<file path="src/rtl/dmg_line_buf.sv">
// Double-buffered scanline store between a pixel stream and the LCD controller.
// One bank is filled while the other is read out; the two trade places when the fill completes and the read bank has drained.
module dmg_line_buf #(
    parameter int HPIX = 160,
    parameter int VPIX = 144
) (
    input  logic       clk_8m,
    input  logic       rst_n,
    input  logic       wr_valid,
    input  logic [1:0] wr_data,
    input  logic       wr_sof,
    output logic       wr_ready,
    input  logic [8:0] rd_x,
    input  logic [7:0] rd_y,
    input  logic       newframe,
    output logic [1:0] rd_data,
    output logic       underrun,
    output logic       resync
);
    localparam int XW = (HPIX > 1) ? $clog2(HPIX) : 1;
    localparam int YW = (VPIX > 1) ? $clog2(VPIX) : 1;
    localparam logic [XW-1:0] X_LAST = XW'(HPIX - 1);
    localparam logic [YW-1:0] Y_LAST = YW'(VPIX - 1);

    typedef enum logic [1:0] {SYNC, FILL, HOLD} wstate_t;

    wstate_t       state, state_n;
    logic          wb, rb;
    logic [1:0]    full;
    logic [XW-1:0] wr_x, wr_x_n, waddr;
    logic [YW-1:0] wr_y, wr_y_n;
    logic          ready_en;
    logic          we, set_full, resync_n, acc;
    logic          le_q, x0_q;
    logic          x_end, x_zero, y_vis, line_end, swap;
    logic [1:0]    rd_pix;

    logic [1:0] bank0 [HPIX];
    logic [1:0] bank1 [HPIX];

    assign rb       = ~wb;
    assign wr_ready = ready_en && (state != HOLD);
    assign acc      = wr_valid && wr_ready;

    assign x_end    = (rd_x == 9'(HPIX));
    assign x_zero   = (rd_x == 9'd0);
    assign y_vis    = (rd_y < 8'(VPIX));
    assign line_end = x_end && !le_q && y_vis;
    // A swap never shares a cycle with a line-end clear, so the clear lands first.
    assign swap     = full[wb] && !full[rb] && !line_end && !newframe;

    always_comb begin
        state_n  = state;
        wr_x_n   = wr_x;
        wr_y_n   = wr_y;
        we       = 1'b0;
        waddr    = wr_x;
        set_full = 1'b0;
        resync_n = 1'b0;
        if (newframe) begin
            state_n = SYNC;
            wr_x_n  = '0;
            wr_y_n  = '0;
            if (acc && wr_sof) begin
                we      = 1'b1;
                waddr   = '0;
                wr_x_n  = XW'(1);
                state_n = FILL;
            end
        end else begin
            case (state)
                SYNC: begin
                    if (acc && wr_sof) begin
                        we      = 1'b1;
                        waddr   = '0;
                        wr_x_n  = XW'(1);
                        wr_y_n  = '0;
                        state_n = FILL;
                    end
                end
                FILL: begin
                    if (acc) begin
                        we = 1'b1;
                        if (wr_sof && wr_x != '0) begin
                            waddr    = '0;
                            wr_x_n   = XW'(1);
                            wr_y_n   = '0;
                            resync_n = 1'b1;
                        end else if (wr_x == X_LAST) begin
                            set_full = 1'b1;
                            wr_x_n   = '0;
                            if (wr_y == Y_LAST) begin
                                wr_y_n  = '0;
                                state_n = SYNC;
                            end else begin
                                wr_y_n  = wr_y + 1'b1;
                                state_n = HOLD;
                            end
                        end else begin
                            wr_x_n = wr_x + 1'b1;
                        end
                    end
                end
                HOLD: if (swap) state_n = FILL;
                default: state_n = SYNC;
            endcase
        end
    end

    always_ff @(posedge clk_8m) begin
        if (!rst_n) begin
            state    <= SYNC;
            wb       <= 1'b0;
            full     <= 2'b00;
            wr_x     <= '0;
            wr_y     <= '0;
            ready_en <= 1'b0;
            resync   <= 1'b0;
            le_q     <= 1'b0;
            x0_q     <= 1'b0;
        end else begin
            state    <= state_n;
            wr_x     <= wr_x_n;
            wr_y     <= wr_y_n;
            ready_en <= 1'b1;
            resync   <= resync_n;
            le_q     <= x_end;
            x0_q     <= x_zero;
            if (newframe) begin
                full <= 2'b00;
            end else begin
                if (line_end) full[rb] <= 1'b0;
                if (set_full) full[wb] <= 1'b1;
                if (swap)     wb       <= ~wb;
            end
        end
    end

    // Bank storage is never cleared; the full flags decide what is visible.
    always_ff @(posedge clk_8m) begin
        if (we) begin
            if (wb) bank1[waddr] <= wr_data;
            else    bank0[waddr] <= wr_data;
        end
    end

    assign rd_pix = rb ? bank1[rd_x[XW-1:0]] : bank0[rd_x[XW-1:0]];

    always_ff @(posedge clk_8m) begin
        if (!rst_n) begin
            rd_data  <= 2'b00;
            underrun <= 1'b0;
        end else begin
            rd_data  <= (rd_x < 9'(HPIX) && y_vis && full[rb]) ? rd_pix : 2'b00;
            underrun <= x_zero && !x0_q && y_vis && !full[rb];
        end
    end
endmodule

</file>
<file path="config.mk">
export PLATFORM = sky130hd
export DESIGN_NAME = dmg_line_buf
export DESIGN_NICKNAME = d
export VERILOG_FILES = /design/src/rtl/dmg_line_buf.sv
export SDC_FILE = /design/constraint.sdc
export NUM_CORES = 1
export LEC_CHECK = 0
export ABC_AREA = 0
export CAP_MARGIN = 10
export CORE_MARGIN = 5
export CORE_UTILIZATION = 57
export DETAILED_ROUTE_END_ITERATION = 7
export MAX_ROUTING_LAYER = met4
export PLACE_DENSITY = 0.79
export SLEW_MARGIN = 40
export SYNTH_ARGS = -nofsm -noshare
export SYNTH_HDL_FRONTEND = slang
export SYNTH_SLANG_ARGS = --single-unit
</file>
<file path="constraint.sdc">
create_clock -name clk_8m -period 2.55 [get_ports clk_8m]
set_input_delay 0.255 -clock clk_8m [delete_from_list [all_inputs] [get_ports clk_8m]]
set_output_delay 0.255 -clock clk_8m [all_outputs]
set_load 0.1 [all_outputs]
</file>
==> results.json, run 1 <==
{
  "status": "complete, but fails checks",
  "failed_checks": "setup timing",
  "ys_warn_count": 0,
  "seq_area_frac_synth_pct": 70.9,
  "cp.arrival_ps": 2990,
  "cts_sinks": 668,
  "post-route-drc-count": 0,
  "rsz0062_at_grt": "true",
  "via_per_inst": 6.69,
  "grt_pass1_wl_um": 111000,
  "async_reset_ff_share_pct": 0,
  "drv_cap": 0,
  "die_w_um": 231,
  "vdd_ir_drop_max_mv": 0.479,
  "grt-ovfl-total": 0,
  "crit_fanout": 8,
  "cp_cell_sequence": "inv_2 -> ha_4 -> or3b_4 -> o2111ai_2 -> a21o_2 -> a21oi_4 -> nor3_1 -> buf_4 -> nand2_2 -> clkbuf_16 -> nor2_2",
  "setup_violations": 538,
  "fin_worst_skew_ps": 21.2,
  "fin_ws_ps": -143,
  "tritoncts": "built",
  "nets": 2017,
  "pre_cts_ws_ps": -315,
  "dr.pass1.iters": 6,
  "wire_per_inst_um": 30.2,
  "drtAntennaViolNets": 0,
  "syn_nets": 1800,
  "fin_crit_ps": 2690,
  "io-pin-count": 29,
  "crit_slowest_cell": "or3b_4",
  "design_area_um2": 35200,
  "total_power_mw": 23.2,
  "core_um2": 48600,
  "crit_type": "register to register",
  "drv_slew": 0,
  "synth_cells": 1773,
  "cts_made_buffers": 68,
  "placed_area_um2": 30800,
  "place_congestion": 0.882,
  "cts_buffer_depth": 3,
  "end_kind": "register",
  "clock.fmax_mhz": 371,
  "relSlewSlack_pct": 37.9,
  "pwr_density_cell_nw_per_um2": 659,
  "num_vias": 17799,
  "grt_max_degree": 106,
  "path_buf_inv": 3,
  "cts-root-buf": "clkbuf_16",
  "cp_top_family": "simple AND/OR/NAND/NOR gates",
  "power.leakage_nw": 11.3,
  "initial_core_util_pct": 57.4,
  "clock_latency_ps": 610,
  "critical-path-max-stage-delay_ps": 380,
  "hold_viol": 0,
  "syn2layout_area_growth_pct": 26.1,
  "synth_seq_cells": 668,
  "tightest_slew_ps": 909,
  "clkSlewWorstSetupHoldPaths_ps": 70,
  "track_usage_pct": 28.6,
  "die_y_um": 231,
  "final_util_pct": 72.4,
  "drive_above_1_share_pct": 39.4,
  "avgSynthCellArea_um2": 15.7,
  "antenna_found_initial": 0,
  "dieArea_um2": 53500,
  "synthFlopType": "edfxtp_1",
  "cts_hold_buf": 0,
  "diodes": 0,
  "finalWirelength_um": 80300,
  "io_buffers": 24,
  "min_path_type": "input pin to register",
  "synth_edf_count": 640,
  "start_kind": "register",
  "syn_area_um2": 27900,
  "fin_setup_tns_ps": -27010,
  "drt_iter0_markers": 2774,
  "htree_levels": 3,
  "rows": 81,
  "synth_cell_types": 73,
  "min_period_over_period_pct": 106,
  "cp_data_required_time_ps": 2850,
  "dp_hpwl_um": 45100,
  "first_global_vias": 17727
}
==> worst paths after layout <==
check | endpoint | depth (start not counted) | from | slack (ps)
setup / recovery | bank1[100][0]$_DFFE_PP_ | 11 | wr_x[1]$_SDFFE_PN0P_ | -140
hold / removal | bank1[6][0]$_DFFE_PP_ | 1 | wr_data[0] | 70
setup reg to reg | bank1[100][0]$_DFFE_PP_ | 11 | wr_x[1]$_SDFFE_PN0P_ | -140
hold reg to reg | wr_y[1]$_SDFFE_PP0P_ | 2 | wr_y[1]$_SDFFE_PP0P_ | 530
==> synthesized netlist by cell type (3+ instances only) <==
| master | count | area, um2 |
|---|---|---|
| nor2b_1 | 14 | 87.6 |
| nor4_1 | 9 | 56.3 |
| a221oi_1 | 8 | 70.1 |
| o211ai_1 | 4 | 30.0 |
| clkbuf_1 | 58 | 218 |
| a22oi_1 | 20 | 150 |
| o2111ai_1 | 4 | 35.0 |
| or4_1 | 3 | 22.5 |
| nand2b_1 | 5 | 31.3 |
| mux2_2 | 18 | 203 |
| a31oi_1 | 10 | 62.6 |
| a21oi_1 | 38 | 190 |
| nand3_1 | 16 | 80.1 |
| a21boi_0 | 6 | 45.0 |
| and2_1 | 5 | 31.3 |
| o221ai_1 | 17 | 149 |
| buf_1 | 5 | 18.8 |
| buf_4 | 17 | 128 |
| ha_1 | 3 | 37.5 |
| a2111oi_0 | 4 | 35.0 |
| a211oi_1 | 3 | 22.5 |
| dfxtp_1 | 28 | 561 |
| xor2_1 | 10 | 87.6 |
| buf_6 | 8 | 90.1 |
| nor3_1 | 15 | 75.1 |
| o21ai_0 | 18 | 90.1 |
| inv_1 | 10 | 37.5 |
| mux4_2 | 109 | 2450 |
| a22o_1 | 5 | 43.8 |
| o22ai_1 | 19 | 119 |
| buf_2 | 39 | 195 |
| nand2_1 | 69 | 259 |
| nor2_1 | 361 | 1360 |
| nand4_1 | 13 | 81.3 |
| nor3b_1 | 4 | 30.0 |
| edfxtp_1 | 640 | 19200 |
| mux2i_1 | 103 | 1030 |
| and3_1 | 9 | 56.3 |
==> placed cells by master (no fill, tap or decap), types with 13 or more instances in the layout <==
master and count:
buf_4 156, mux4_2 109, nor2b_1 13, mux2_2 18, clkinv_1 15, nor2_2 122
nor2_4 160, o221ai_1 17, nor3_1 14, nand2_1 55, clkdlybuf4s50_1 14, dfxtp_1 26
o22ai_1 19, nand3_1 16, mux2i_1 103, o21ai_0 18, clkbuf_16 85, nor2_1 81
a22oi_1 20, edfxtp_1 640, buf_12 66, nand4_1 13, a21oi_1 38
==> cell type report <==
cell class	instances	area, um2
multi-input cells	965	9120
inverters	13	48.8
clock inverters	38	367
flip-flops and latches	668	19800
clock buffers	82	1790
repair buffers	274	3320
well taps	622	778
fillers	2624	13400
==> per-layer routing <==
metal,up-vias,global-route usage [%],wire length [um]
li1,7302,-,-
met1,8884,36.4,27400
met2,1291,45.5,38200
met3,322,5.40,9750
met4,0,13.2,4960
met5,-,-,0
==> sequential cells by signal, summed over array words and instances (netlist names) <==
signal,count
bank0,320
bank1,320
wr_x,8
wr_y,8
full,2
rd_data,2
state,2
le_q,1
ready_en,1
resync,1
underrun,1
wb,1
x0_q,1
==> through the flow <==
stage,instances,hold slack (ps)
CTS,2643,63.2
floorplan,1773,283
global route,2662,88.7
global placement,2517,485
finish,2662,70.9
detailed placement,2517,509
==> cell families after synthesis <==
family	after synthesis	synth area share, %
buffers and inverters	140	2.50
AO/OA/AOI/OAI	179	4.51
flip-flops	668	70.9
multiplexers	230	13.2
XOR/XNOR	12	0.377
AND/OR/NAND/NOR	541	8.38
adder cells (fa/ha/maj)	3	0.135
==> report_power, final <==
group,total [mW],switching [mW],internal (mW)
Clock,9.79,4.17,5.63
Combinational,1.39,0.804,0.589
Sequential,12.0,0.00360,12.0
==> timing repair <==
action,CTS,global route
pin swaps,4,13
endpoints found under the setup margin,636,640
gates resized for setup,177,329
gates cloned,1,17
buffers inserted,5,2
Note: power is estimated with default switching activity, not from simulation.
==> run 2: changes to the inputs <==
- CTS_CLUSTER_DIAMETER: not set -> 60
==> results.json, run 2 (synthesized netlist as in run 1, its figures left out) <==
{
  "status": "complete, but fails checks",
  "failed_checks": "setup timing",
  "placed_area_um2": 30800,
  "die_w_um": 231,
  "die_y_um": 231,
  "crit_type": "register to register",
  "nets": 2010,
  "grt_max_degree": 106,
  "tritoncts": "built",
  "total_power_mw": 23.2,
  "wire_per_inst_um": 29.1,
  "wl_met2_um": 38100,
  "num_vias": 17519,
  "met3_length_um": 8670,
  "end_kind": "register",
  "syn2layout_area_growth_pct": 24.4,
  "min_period_over_period_pct": 104,
  "initial_core_util_pct": 57.4,
  "p_sw_mw": 4.92,
  "dp_hpwl_um": 45100,
  "dieArea_um2": 53500,
  "hold_viol": 0,
  "fin_ws_ps": -101,
  "m1WireLength_um": 26600,
  "first_global_vias": 17685,
  "cts_buffer_depth": 3,
  "drv_cap": 0,
  "p_int_mw": 18.3,
  "rows": 81,
  "clock.fmax_mhz": 377,
  "min_path_type": "input pin to register",
  "power_frac_seq_pct": 51.7,
  "dr.pass1.iters": 5,
  "io-pin-count": 29,
  "layout_common_cells": "edfxtp_1 (640), nor2_2 (189), buf_4 (162)",
  "post-route-drc-count": 0,
  "top_regs": "bank0: 320 flops, bank1: 320 flops",
  "crit_fanout": 8,
  "fin_crit_ps": 2650,
  "drtAntennaViolNets": 0,
  "via_per_inst": 6.60,
  "drive_above_1_share_pct": 39.9,
  "clkSlewWorstSetupHoldPaths_ps": 70,
  "cts_hold_buf": 0,
  "antenna_found_initial": 0,
  "place_congestion": 0.882,
  "io_buffers": 24,
  "pwr_density_cell_nw_per_um2": 669,
  "tightest_slew_ps": 765,
  "relSlewSlack_pct": 48.9,
  "finalWirelength_um": 77300,
  "cts-root-buf": "clkbuf_16",
  "fin_setup_tns_ps": -7220,
  "final_common_cell": "edfxtp_1",
  "cp.arrival_ps": 2960,
  "fin_worst_skew_ps": 20.3,
  "switching_share_pct": 21.2,
  "cts_sinks": 668,
  "cts_made_buffers": 68,
  "holdWs_ps": 74.6,
  "drt_iter0_markers": 2604,
  "p_comb_share_pct": 5.9,
  "grt-ovfl-total": 0,
  "design_area_um2": 34700,
  "start_kind": "register",
  "filler_cell_count": 2770,
  "track_usage_pct": 28.7,
  "cp_data_required_time_ps": 2860,
  "power.leakage_nw": 11.1,
  "clock_latency_ps": 600,
  "core_um2": 48600,
  "grt_pass1_wl_um": 111000,
  "highest-signal-layer": "met4",
  "diodes": 0,
  "setup_violations": 176,
  "r2r_setup_slack_ps": -100,
  "clock_power_share_pct": 42.3,
  "drv_slew": 0,
  "rsz0062_at_grt": "true",
  "htree_levels": 3,
  "vdd_ir_drop_max_mv": 0.473
}
[run 2: repair_timing]
action,in CTS,in global routing
setup buffers,6,3
pin swaps,5,2
resized for setup,116,327
setup endpoints to repair,636,641
gates cloned,2,7
[run 2: metrics by stage]
step / instances / setup slack (ps) / utilization [%]
after floorplan: 1773 / 8.73 / -
after global placement: 2517 / -297 / 63.2
after detailed placement: 2517 / -315 / 63.2
after CTS: 2644 / -24.4 / 68.7
after global routing: 2654 / -162 / 71.4
final: 2654 / -101 / 71.4
[run 2: metal layers]
metal / up-vias / GRT usage [%]
met4: 0 / 13.0
met3: 258 / 5.61
li1: 7269 / -
met2: 1178 / 45.7
met1: 8814 / 36.3
met5: - / -
[run 2: power by group through the flow]
| stage | clock network, mW | logic, mW | registers [mW] |
|---|---|---|---|
| after global routing | 10.4 | 1.43 | 12.0 |
| final | 9.84 | 1.38 | 12.0 |
| after detailed placement | 0 | 1.30 | 12.2 |
| after global placement | 0 | 1.27 | 12.2 |
| after CTS | 9.86 | 1.32 | 12.0 |
| after floorplan | 0 | 0.613 | 12.2 |
[run 2: path summary, 6_finish.rpt]
check / endpoint / startpoint / cells past startpoint
min reg2reg: wr_y[1]$_SDFFE_PP0P_ / wr_y[1]$_SDFFE_PP0P_ / 2
max reg2reg: bank0[36][1]$_DFFE_PP_ / wr_x[0]$_SDFFE_PN0P_ / 10
min: bank1[4][0]$_DFFE_PP_ / wr_data[0] / 1
max: bank0[36][1]$_DFFE_PP_ / wr_x[0]$_SDFFE_PN0P_ / 10
[run 2: final cells by class]
type                            instances  area, um2  area share, %
Sequential cell                       668      19800           57.0
Timing Repair Buffer                  267       3060           8.82
Clock buffer                           84       1820           5.25
Multi-Input combinational cell        965       8870           25.5
Tap cell                              622        778           2.24
Clock inverter                         35        358           1.03
Inverter                               13       48.8          0.141
[run 2: critical path, stage by stage (launching register included)]
cell and delay (ps):
dfxtp_2 340, inv_2 50, ha_4 140, or3b_4 240, o2111ai_2 110, a21o_2 250, a21oi_4 300, nor2_2 90
or4_4 500, clkbuf_16 220, nor2_4 110
